## src/rtl/vera_tpg_pkg.sv

```systemverilog
// Shared colour constants, mode encodings and bar-colour lookups for vera_tpg.
package vera_tpg_pkg;

  typedef logic [23:0] rgb_t;

  localparam rgb_t C_W75   = 24'hB4B4B4;
  localparam rgb_t C_Y75   = 24'hB4B410;
  localparam rgb_t C_C75   = 24'h10B4B4;
  localparam rgb_t C_G75   = 24'h10B410;
  localparam rgb_t C_M75   = 24'hB410B4;
  localparam rgb_t C_R75   = 24'hB41010;
  localparam rgb_t C_B75   = 24'h1010B4;
  localparam rgb_t C_BLK   = 24'h101010;
  localparam rgb_t C_W100  = 24'hEBEBEB;
  localparam rgb_t C_NEG_I = 24'h10466A;
  localparam rgb_t C_POS_Q = 24'h481076;

  typedef enum logic [2:0] {
    MODE_BARS   = 3'd0,
    MODE_GREY   = 3'd1,
    MODE_CHECK  = 3'd2,
    MODE_SOLID  = 3'd3,
    MODE_SCROLL = 3'd4
  } mode_e;

  function automatic rgb_t bar_colour(input logic [2:0] b);
    case (b)
      3'd0:    return C_W75;
      3'd1:    return C_Y75;
      3'd2:    return C_C75;
      3'd3:    return C_G75;
      3'd4:    return C_M75;
      3'd5:    return C_R75;
      default: return C_B75;
    endcase
  endfunction

  // Reverse-order bars interleaved with black, sitting under the main bars.
  function automatic rgb_t castle_colour(input logic [2:0] b);
    case (b)
      3'd0:    return C_B75;
      3'd2:    return C_M75;
      3'd4:    return C_C75;
      3'd6:    return C_W75;
      default: return C_BLK;
    endcase
  endfunction

endpackage

```

## src/rtl/vera_tpg_timing.sv

```systemverilog
// Pixel enable, raster counters and registered sync/blank/frame_start for vera_tpg.
module vera_tpg_timing #(
  parameter int unsigned H_ACTIVE     = 529,
  parameter int unsigned H_SYNC_START = 544,
  parameter int unsigned H_SYNC_END   = 590,
  parameter int unsigned H_TOTAL      = 638,
  parameter int unsigned V_ACTIVE     = 240,
  parameter int unsigned V_SYNC_START = 245,
  parameter int unsigned V_SYNC_END   = 248,
  parameter int unsigned V_TOTAL      = 262,
  parameter int unsigned CW           = 10
) (
  input  logic          clk,
  input  logic          reset_n,
  input  logic          scandouble,
  output logic          ce_pix,
  output logic [CW-1:0] hc,
  output logic [CW-1:0] vc,
  output logic [CW-1:0] ly,
  output logic          active,
  output logic          hblank,
  output logic          vblank,
  output logic          hsync,
  output logic          vsync,
  output logic          frame_start
);

  localparam logic [CW-1:0] H_LAST = CW'(H_TOTAL - 1);

  logic [CW-1:0] v_total;
  logic [CW-1:0] v_active;
  logic [CW-1:0] v_sync_start;
  logic [CW-1:0] v_sync_end;

  always_comb begin
    v_total      = scandouble ? CW'(2 * V_TOTAL)      : CW'(V_TOTAL);
    v_active     = scandouble ? CW'(2 * V_ACTIVE)     : CW'(V_ACTIVE);
    v_sync_start = scandouble ? CW'(2 * V_SYNC_START) : CW'(V_SYNC_START);
    v_sync_end   = scandouble ? CW'(2 * V_SYNC_END)   : CW'(V_SYNC_END);
    ly           = vc >> scandouble;
    active       = (hc < CW'(H_ACTIVE)) && (vc < v_active);
  end

  always_ff @(posedge clk or negedge reset_n) begin
    if (!reset_n) begin
      ce_pix      <= 1'b0;
      hc          <= '0;
      vc          <= '0;
      hblank      <= 1'b0;
      vblank      <= 1'b0;
      hsync       <= 1'b0;
      vsync       <= 1'b0;
      frame_start <= 1'b0;
    end else begin
      ce_pix <= scandouble | ~ce_pix;
      if (ce_pix) begin
        hblank      <= hc >= CW'(H_ACTIVE);
        hsync       <= (hc >= CW'(H_SYNC_START)) && (hc < CW'(H_SYNC_END));
        vblank      <= vc >= v_active;
        vsync       <= (vc >= v_sync_start) && (vc < v_sync_end);
        frame_start <= (hc == '0) && (vc == '0);
        if (hc == H_LAST) begin
          hc <= '0;
          // >= keeps vc recoverable if scandouble drops while vc is in the doubled range
          vc <= (vc >= v_total - 1'b1) ? '0 : vc + 1'b1;
        end else begin
          hc <= hc + 1'b1;
        end
      end
    end
  end

endmodule

```

## src/rtl/vera_tpg.sv

```systemverilog
// Video timing and test-pattern generator: raster timing plus five frame-latched patterns.
module vera_tpg
  import vera_tpg_pkg::*;
#(
  parameter int unsigned H_ACTIVE     = 529,
  parameter int unsigned H_SYNC_START = 544,
  parameter int unsigned H_SYNC_END   = 590,
  parameter int unsigned H_TOTAL      = 638,
  parameter int unsigned V_ACTIVE     = 240,
  parameter int unsigned V_SYNC_START = 245,
  parameter int unsigned V_SYNC_END   = 248,
  parameter int unsigned V_TOTAL      = 262,
  parameter int unsigned CHECK_LOG2   = 4,
  parameter int unsigned SCROLL_STEP  = 2
) (
  input  logic        clk,
  input  logic        reset_n,
  input  logic        scandouble,
  input  logic [2:0]  mode,
  input  logic [23:0] solid_rgb,
  output logic        ce_pix,
  output logic        hblank,
  output logic        vblank,
  output logic        hsync,
  output logic        vsync,
  output logic        de,
  output logic        frame_start,
  output logic [23:0] video
);

  localparam int unsigned CW        = $clog2((H_TOTAL > 2 * V_TOTAL) ? H_TOTAL : 2 * V_TOTAL);
  localparam int unsigned BW        = H_ACTIVE / 7;
  localparam int unsigned SW        = H_ACTIVE / 6;
  localparam int unsigned BAND_BARS = (2 * V_ACTIVE) / 3;
  localparam int unsigned BAND_CAST = (7 * V_ACTIVE) / 9;
  localparam int unsigned GREY_SHIFT = 24;
  localparam logic [63:0] GREY_RECIP =
    ((64'd256 << GREY_SHIFT) + 64'(H_ACTIVE) - 64'd1) / 64'(H_ACTIVE);

  if (!(H_ACTIVE < H_SYNC_START && H_SYNC_START < H_SYNC_END && H_SYNC_END <= H_TOTAL))
  begin : g_bad_h
    $error("vera_tpg: horizontal timing parameters out of order");
  end
  if (!(V_ACTIVE < V_SYNC_START && V_SYNC_START < V_SYNC_END && V_SYNC_END <= V_TOTAL))
  begin : g_bad_v
    $error("vera_tpg: vertical timing parameters out of order");
  end
  if (H_ACTIVE < 7 || SCROLL_STEP >= H_ACTIVE || CHECK_LOG2 >= CW) begin : g_bad_misc
    $error("vera_tpg: pattern parameters out of range");
  end

  logic [CW-1:0] hc;
  logic [CW-1:0] vc;
  logic [CW-1:0] ly;
  logic          active;

  vera_tpg_timing #(
    .H_ACTIVE    (H_ACTIVE),
    .H_SYNC_START(H_SYNC_START),
    .H_SYNC_END  (H_SYNC_END),
    .H_TOTAL     (H_TOTAL),
    .V_ACTIVE    (V_ACTIVE),
    .V_SYNC_START(V_SYNC_START),
    .V_SYNC_END  (V_SYNC_END),
    .V_TOTAL     (V_TOTAL),
    .CW          (CW)
  ) u_timing (
    .clk        (clk),
    .reset_n    (reset_n),
    .scandouble (scandouble),
    .ce_pix     (ce_pix),
    .hc         (hc),
    .vc         (vc),
    .ly         (ly),
    .active     (active),
    .hblank     (hblank),
    .vblank     (vblank),
    .hsync      (hsync),
    .vsync      (vsync),
    .frame_start(frame_start)
  );

  function automatic logic [2:0] bar_index(input logic [CW-1:0] x);
    logic [2:0] b;
    b = 3'd6;
    for (int unsigned k = 6; k > 0; k--) begin
      if (x < CW'(k * BW)) b = 3'(k - 1);
    end
    return b;
  endfunction

  function automatic rgb_t bars_pattern(input logic [CW-1:0] x, input logic [CW-1:0] y);
    if (y < CW'(BAND_BARS)) return bar_colour(bar_index(x));
    if (y < CW'(BAND_CAST)) return castle_colour(bar_index(x));
    if (x < CW'(SW))        return C_NEG_I;
    if (x < CW'(2 * SW))    return C_W100;
    if (x < CW'(3 * SW))    return C_POS_Q;
    return C_BLK;
  endfunction

  logic [2:0]    mode_l;
  rgb_t          solid_l;
  logic [CW-1:0] scroll_off;
  logic [CW-1:0] scroll_frame;

  logic          origin;
  logic [2:0]    mode_eff;
  rgb_t          solid_eff;
  logic [CW-1:0] scroll_eff;
  logic [CW:0]   scroll_sum;
  logic [CW-1:0] scroll_next;
  logic [CW:0]   hs_sum;
  logic [CW-1:0] hs;
  logic [39:0]   grey_q;
  logic [7:0]    grey;
  rgb_t          pix;

  // The first pixel of a frame is registered on the same edge that latches the
  // new mode, so it uses the incoming values directly to avoid a one-pixel tear.
  always_comb begin
    origin      = (hc == '0) && (vc == '0);
    mode_eff    = origin ? mode       : mode_l;
    solid_eff   = origin ? solid_rgb  : solid_l;
    scroll_eff  = origin ? scroll_off : scroll_frame;

    scroll_sum  = {1'b0, scroll_off} + (CW + 1)'(SCROLL_STEP);
    scroll_next = (scroll_sum >= (CW + 1)'(H_ACTIVE)) ?
                  CW'(scroll_sum - (CW + 1)'(H_ACTIVE)) : scroll_sum[CW-1:0];

    hs_sum      = {1'b0, hc} + {1'b0, scroll_eff};
    hs          = (hs_sum >= (CW + 1)'(H_ACTIVE)) ?
                  CW'(hs_sum - (CW + 1)'(H_ACTIVE)) : hs_sum[CW-1:0];

    grey_q      = 40'((64'(hc) * GREY_RECIP) >> GREY_SHIFT);
    grey        = (grey_q > 40'd255) ? 8'hFF : grey_q[7:0];

    pix = C_BLK;
    case (mode_eff)
      MODE_BARS:   pix = bars_pattern(hc, ly);
      MODE_GREY:   pix = {3{grey}};
      MODE_CHECK:  pix = (hc[CHECK_LOG2] ^ ly[CHECK_LOG2]) ? C_W100 : C_BLK;
      MODE_SOLID:  pix = solid_eff;
      MODE_SCROLL: pix = bars_pattern(hs, ly);
      default:     pix = C_BLK;
    endcase
  end

  // scroll_frame holds the offset in force for the current frame while
  // scroll_off has already advanced for the next one.
  always_ff @(posedge clk or negedge reset_n) begin
    if (!reset_n) begin
      mode_l       <= '0;
      solid_l      <= '0;
      scroll_off   <= '0;
      scroll_frame <= '0;
      de           <= 1'b0;
      video        <= '0;
    end else if (ce_pix) begin
      de    <= active;
      video <= active ? pix : '0;
      if (origin) begin
        mode_l       <= mode;
        solid_l      <= solid_rgb;
        scroll_frame <= scroll_off;
        scroll_off   <= scroll_next;
      end
    end
  end

endmodule

```

## config.mk

```make
export PLATFORM = sky130hd
export DESIGN_NAME = vera_tpg
export DESIGN_NICKNAME = d
export VERILOG_FILES = /design/src/rtl/vera_tpg_pkg.sv /design/src/rtl/vera_tpg_timing.sv /design/src/rtl/vera_tpg.sv
export SDC_FILE = /design/constraint.sdc
export NUM_CORES = 1
export LEC_CHECK = 0
export CORE_MARGIN = 2
export CORE_UTILIZATION = 25
export DETAILED_ROUTE_END_ITERATION = 7
export GPL_TIMING_DRIVEN = 0
export PLACE_DENSITY = 0.43
export SETUP_SLACK_MARGIN = 0.2
export SLEW_MARGIN = 10
export SYNTH_ARGS = -nofsm -noshare
export SYNTH_HDL_FRONTEND = slang
export SYNTH_SLANG_ARGS = --single-unit
```

## constraint.sdc

```tcl
create_clock -name clk -period 7.7 [get_ports clk]
set_input_delay 1.54 -clock clk [delete_from_list [all_inputs] [get_ports clk]]
set_output_delay 1.54 -clock clk [all_outputs]
set_load 0.005 [all_outputs]
```

==> summary.md <==
| Metric | Value |
|---|---|
| Core ar. | `44100 sq um` |
| Syn Nets | `1456` |
| Share of post-route cells with drive strength above 1 | `7.95%` |
| Yosys reg bits | `98` |
| Static leakage | `5.81 nW` |
| Inserted Clock Buffers | `9` |
| Deepest clock path buffer count | `2` |
| Syn Inst Count | `1218` |
| Post-synthesis cell type count | `90` |
| H-tree depth | `3` |
| Final Max Tran Viols | `0` |
| Final wirelength | `33900 um` |
| Clock root cell | `clkbuf_16` |
| Row cnt | `77` |
| DP HPWL | `27100 um` |
| CTS tree | `built` |
| Worst Skew | `0.0115 ns` |
| Synth top area cells | `dfrtp_1 (22%), fa_1 (15%), ha_1 (14%)` |
| DR pass1 iterations | `5` |
| Largest net degree at the start of global routing | `79` |
| Pwr Density | `449 nW/um^2` |
| First-pass GRT wire length | `54200 um` |
| RSZ-0062 raised after global routing | `no` |
| FMAX | `142 MHz` |
| Die W | `215 um` |
| Final Instance Count excl. Fillers | `1887` |
| Die height | `215 um` |
| Area Overhead vs Synth | `16.0%` |
| Starting Density | `25.3%` |
| # DRC | `0` |
| Post-synthesis average cell area | `9.16 sq um` |
| CP startpoint kind | `register` |
| Routed len/inst | `18.0 um` |
| Clk slew on worst S/H paths | `0.08 ns` |
| Synth warnings | `0` |
| DP Area | `12500 sq um` |
| Gr usage total | `14.9%` |
| Insertion delay to the later sink of the worst-skew pair | `0.37 ns` |
| Iter 0 DRT Violations | `454` |
| Hold buffer count at CTS | `0` |
| Vias in the first global route | `9478` |
| Via count | `9236` |
| Critical path class | `register to register` |
| Num Clock Sinks | `98` |
| Mapped Area | `11200 sq um` |
| Post-synth EDFFs | `0` |
| Via density | `4.89` |
| Gr ovfl total | `0` |
| FILL cells | `4806` |
| Post-CTS setup buffers | `0` |
| Setup TNS | `0 ns` |
| Nets | `1529` |
| Critical Path AT | `7.29 ns` |
| Post-placement cell count | `1872` |
| Die area | `46300 sq um` |
| Setup violators final | `0` |
| Worst Setup End Kind | `register` |
| Status | `completed` |
| Worst hold path class | `register to register` |
| Share of the synthesized area in the top cell type | `22.0%` |
| Multi-input gate area | `8150 sq um` |
| Final Instance Area | `12900 sq um` |
| Synth area leader | `dfrtp_1` |
| Max-slew headroom | `29.8%` |
| Routability-driven placement congestion ratio | `0.847` |
| Final period util | `91.6%` |
| Final min period | `7.05 ns` |
| N_diodes | `0` |
| Crit path max fanout | `10` |
| VDD IR max | `0.461 mV` |
| ANT nets after route | `0` |
| Initial antenna violation count | `0` |
| Ports | `61` |
| IO Port Bufs | `60` |
| Total power | `5.81 mW` |
| Register area share after synthesis | `22.0%` |
| Req. time, crit path | `7.94 ns` |
| # Max-Cap Violations | `0` |
| Ys async rst share | `100%` |
| Final Hold Fails | `0` |
| Top_reg_cell synth | `dfrtp_1` |
| FF+latch area | `2460 sq um` |
| Slew at the pin closest to its max-slew limit | `1.05 ns` |
[routing by layer]
layer | vias to the layer above | part of all wire [%] | track usage, %
met1 | 4543 | 49 | 21.0
met5 | - | 0 | 0
met2 | 175 | 46 | 24.1
met4 | 0 | 1.8 | 3.63
li1 | 4484 | - | -
met3 | 34 | 3.3 | 2.11
[cells by family after synthesis]
logic type	share of synthesized area, %
AND/OR/NAND/NOR	13.8
AO/OA/AOI/OAI	19.7
adder cells (fa/ha/maj)	28.8
buffers and inverters	5.90
flip-flops	22.0
multiplexers	6.34
XOR/XNOR	3.52
[final cells by class]
cell class	instances	share of cell area, %
well taps	592	5.73
flip-flops and latches	98	19.0
clock buffers	9	1.74
clock inverters	6	0.368
repair buffers	62	4.92
multi-input cells	948	63.0
plain buffers	39	1.32
inverters	133	3.89
[synthesized netlist by cell type (all sizes together) (7+ instances only)]
master	number
inv	133
ha	127
nand2	118
dfrtp	98
fa	81
nor2	75
o21ai	72
a21oi	61
mux2	37
clkbuf	31
mux2i	29
nand3	26
xnor2	26
xor2	18
nor3	16
o211ai	14
a21o	13
nor4	13
nand2b	11
nand4	11
nor2b	11
o21a	11
o31ai	11
a211oi	10
a22oi	10
a31oi	10
and3	8
buf	8
o221ai	8
a211o	7
and2	7
[cell usage in the layout (no fill, tap or decap), types with 29 or more instances in the layout]
cell type        synthesis  final
mux2_2                  37     37
fa_1                    81     80
nand2_1                118    118
ha_1                   127    127
dfrtp_1                 98     94
a21oi_1                 59     59
clkdlybuf4s50_1          0     59
nor2_1                  75     75
inv_1                  133    132
mux2i_1                 29     29
o21ai_0                 67     65
[flip-flops by register name (all words and copies together), names as in the netlist]
signal and count:
u_timing.hblank 1, u_timing.ce_pix 1, video 24, u_timing.vblank 1
solid_l 24, mode_l 3, u_timing.frame_start 1, scroll_frame 10
u_timing.vc 10, u_timing.hsync 1, de 1, u_timing.hc 10
u_timing.vsync 1, scroll_off 10
[through the flow]
step	utilization, %	hold slack (ns)	setup WS [ns]
after floorplan	-	0.450	1.05
after global placement	28.3	0.466	-1.31
after detailed placement	28.4	0.472	-1.26
after CTS	29.1	0.498	0.242
after global routing	29.3	0.519	0.209
final	29.3	0.484	0.647
[timing repair]
action | CTS | global route
hold endpoints to repair | 0 | 0
gates cloned | 0 | 0
endpoints found under the setup margin | 24 | 24
resized for setup | 10 | 23
[final timing paths]
path                                start  slack, ns  cells past startpoint        endpoint
min                        u_timing.vsync       0.48                      2  u_timing.vsync
max                        u_timing.hc[5]       0.65                     22       video[13]
min reg2reg                u_timing.vsync       0.48                      2  u_timing.vsync
max reg2reg                u_timing.hc[5]       0.65                     22       video[13]
max in group asynchronous         reset_n       5.99                      2  u_timing.vc[9]
min in group asynchronous         reset_n       1.02                      1   scroll_off[8]
[worst max-delay path: stages (launching register included)]
cell and delay, ns:
dfrtp_1 0.61, inv_1 0.28, ha_1 0.29, nand4_1 0.18
or4_1 0.60, clkbuf_2 0.25, clkbuf_2 0.23, o21ai_1 0.28
ha_1 0.27, inv_1 0.07, fa_1 0.43, nand2b_1 0.21
a21oi_1 0.31, xnor2_1 0.31, o221a_2 0.39, nand4_4 0.18
a32o_2 0.35, or3_1 0.42, o31a_1 0.35, o221ai_4 0.25
o221ai_2 0.15, a211oi_1 0.39, o2bb2ai_1 0.10
[report_power, final]
| part | total, mW | switching, mW | internal (mW) |
|---|---|---|---|
| sequential | 0.617 | 0.0805 | 0.536 |
| combinational | 4.74 | 2.77 | 1.97 |
| clock | 0.449 | 0.227 | 0.223 |
Note: power is estimated with default switching activity, not from simulation.
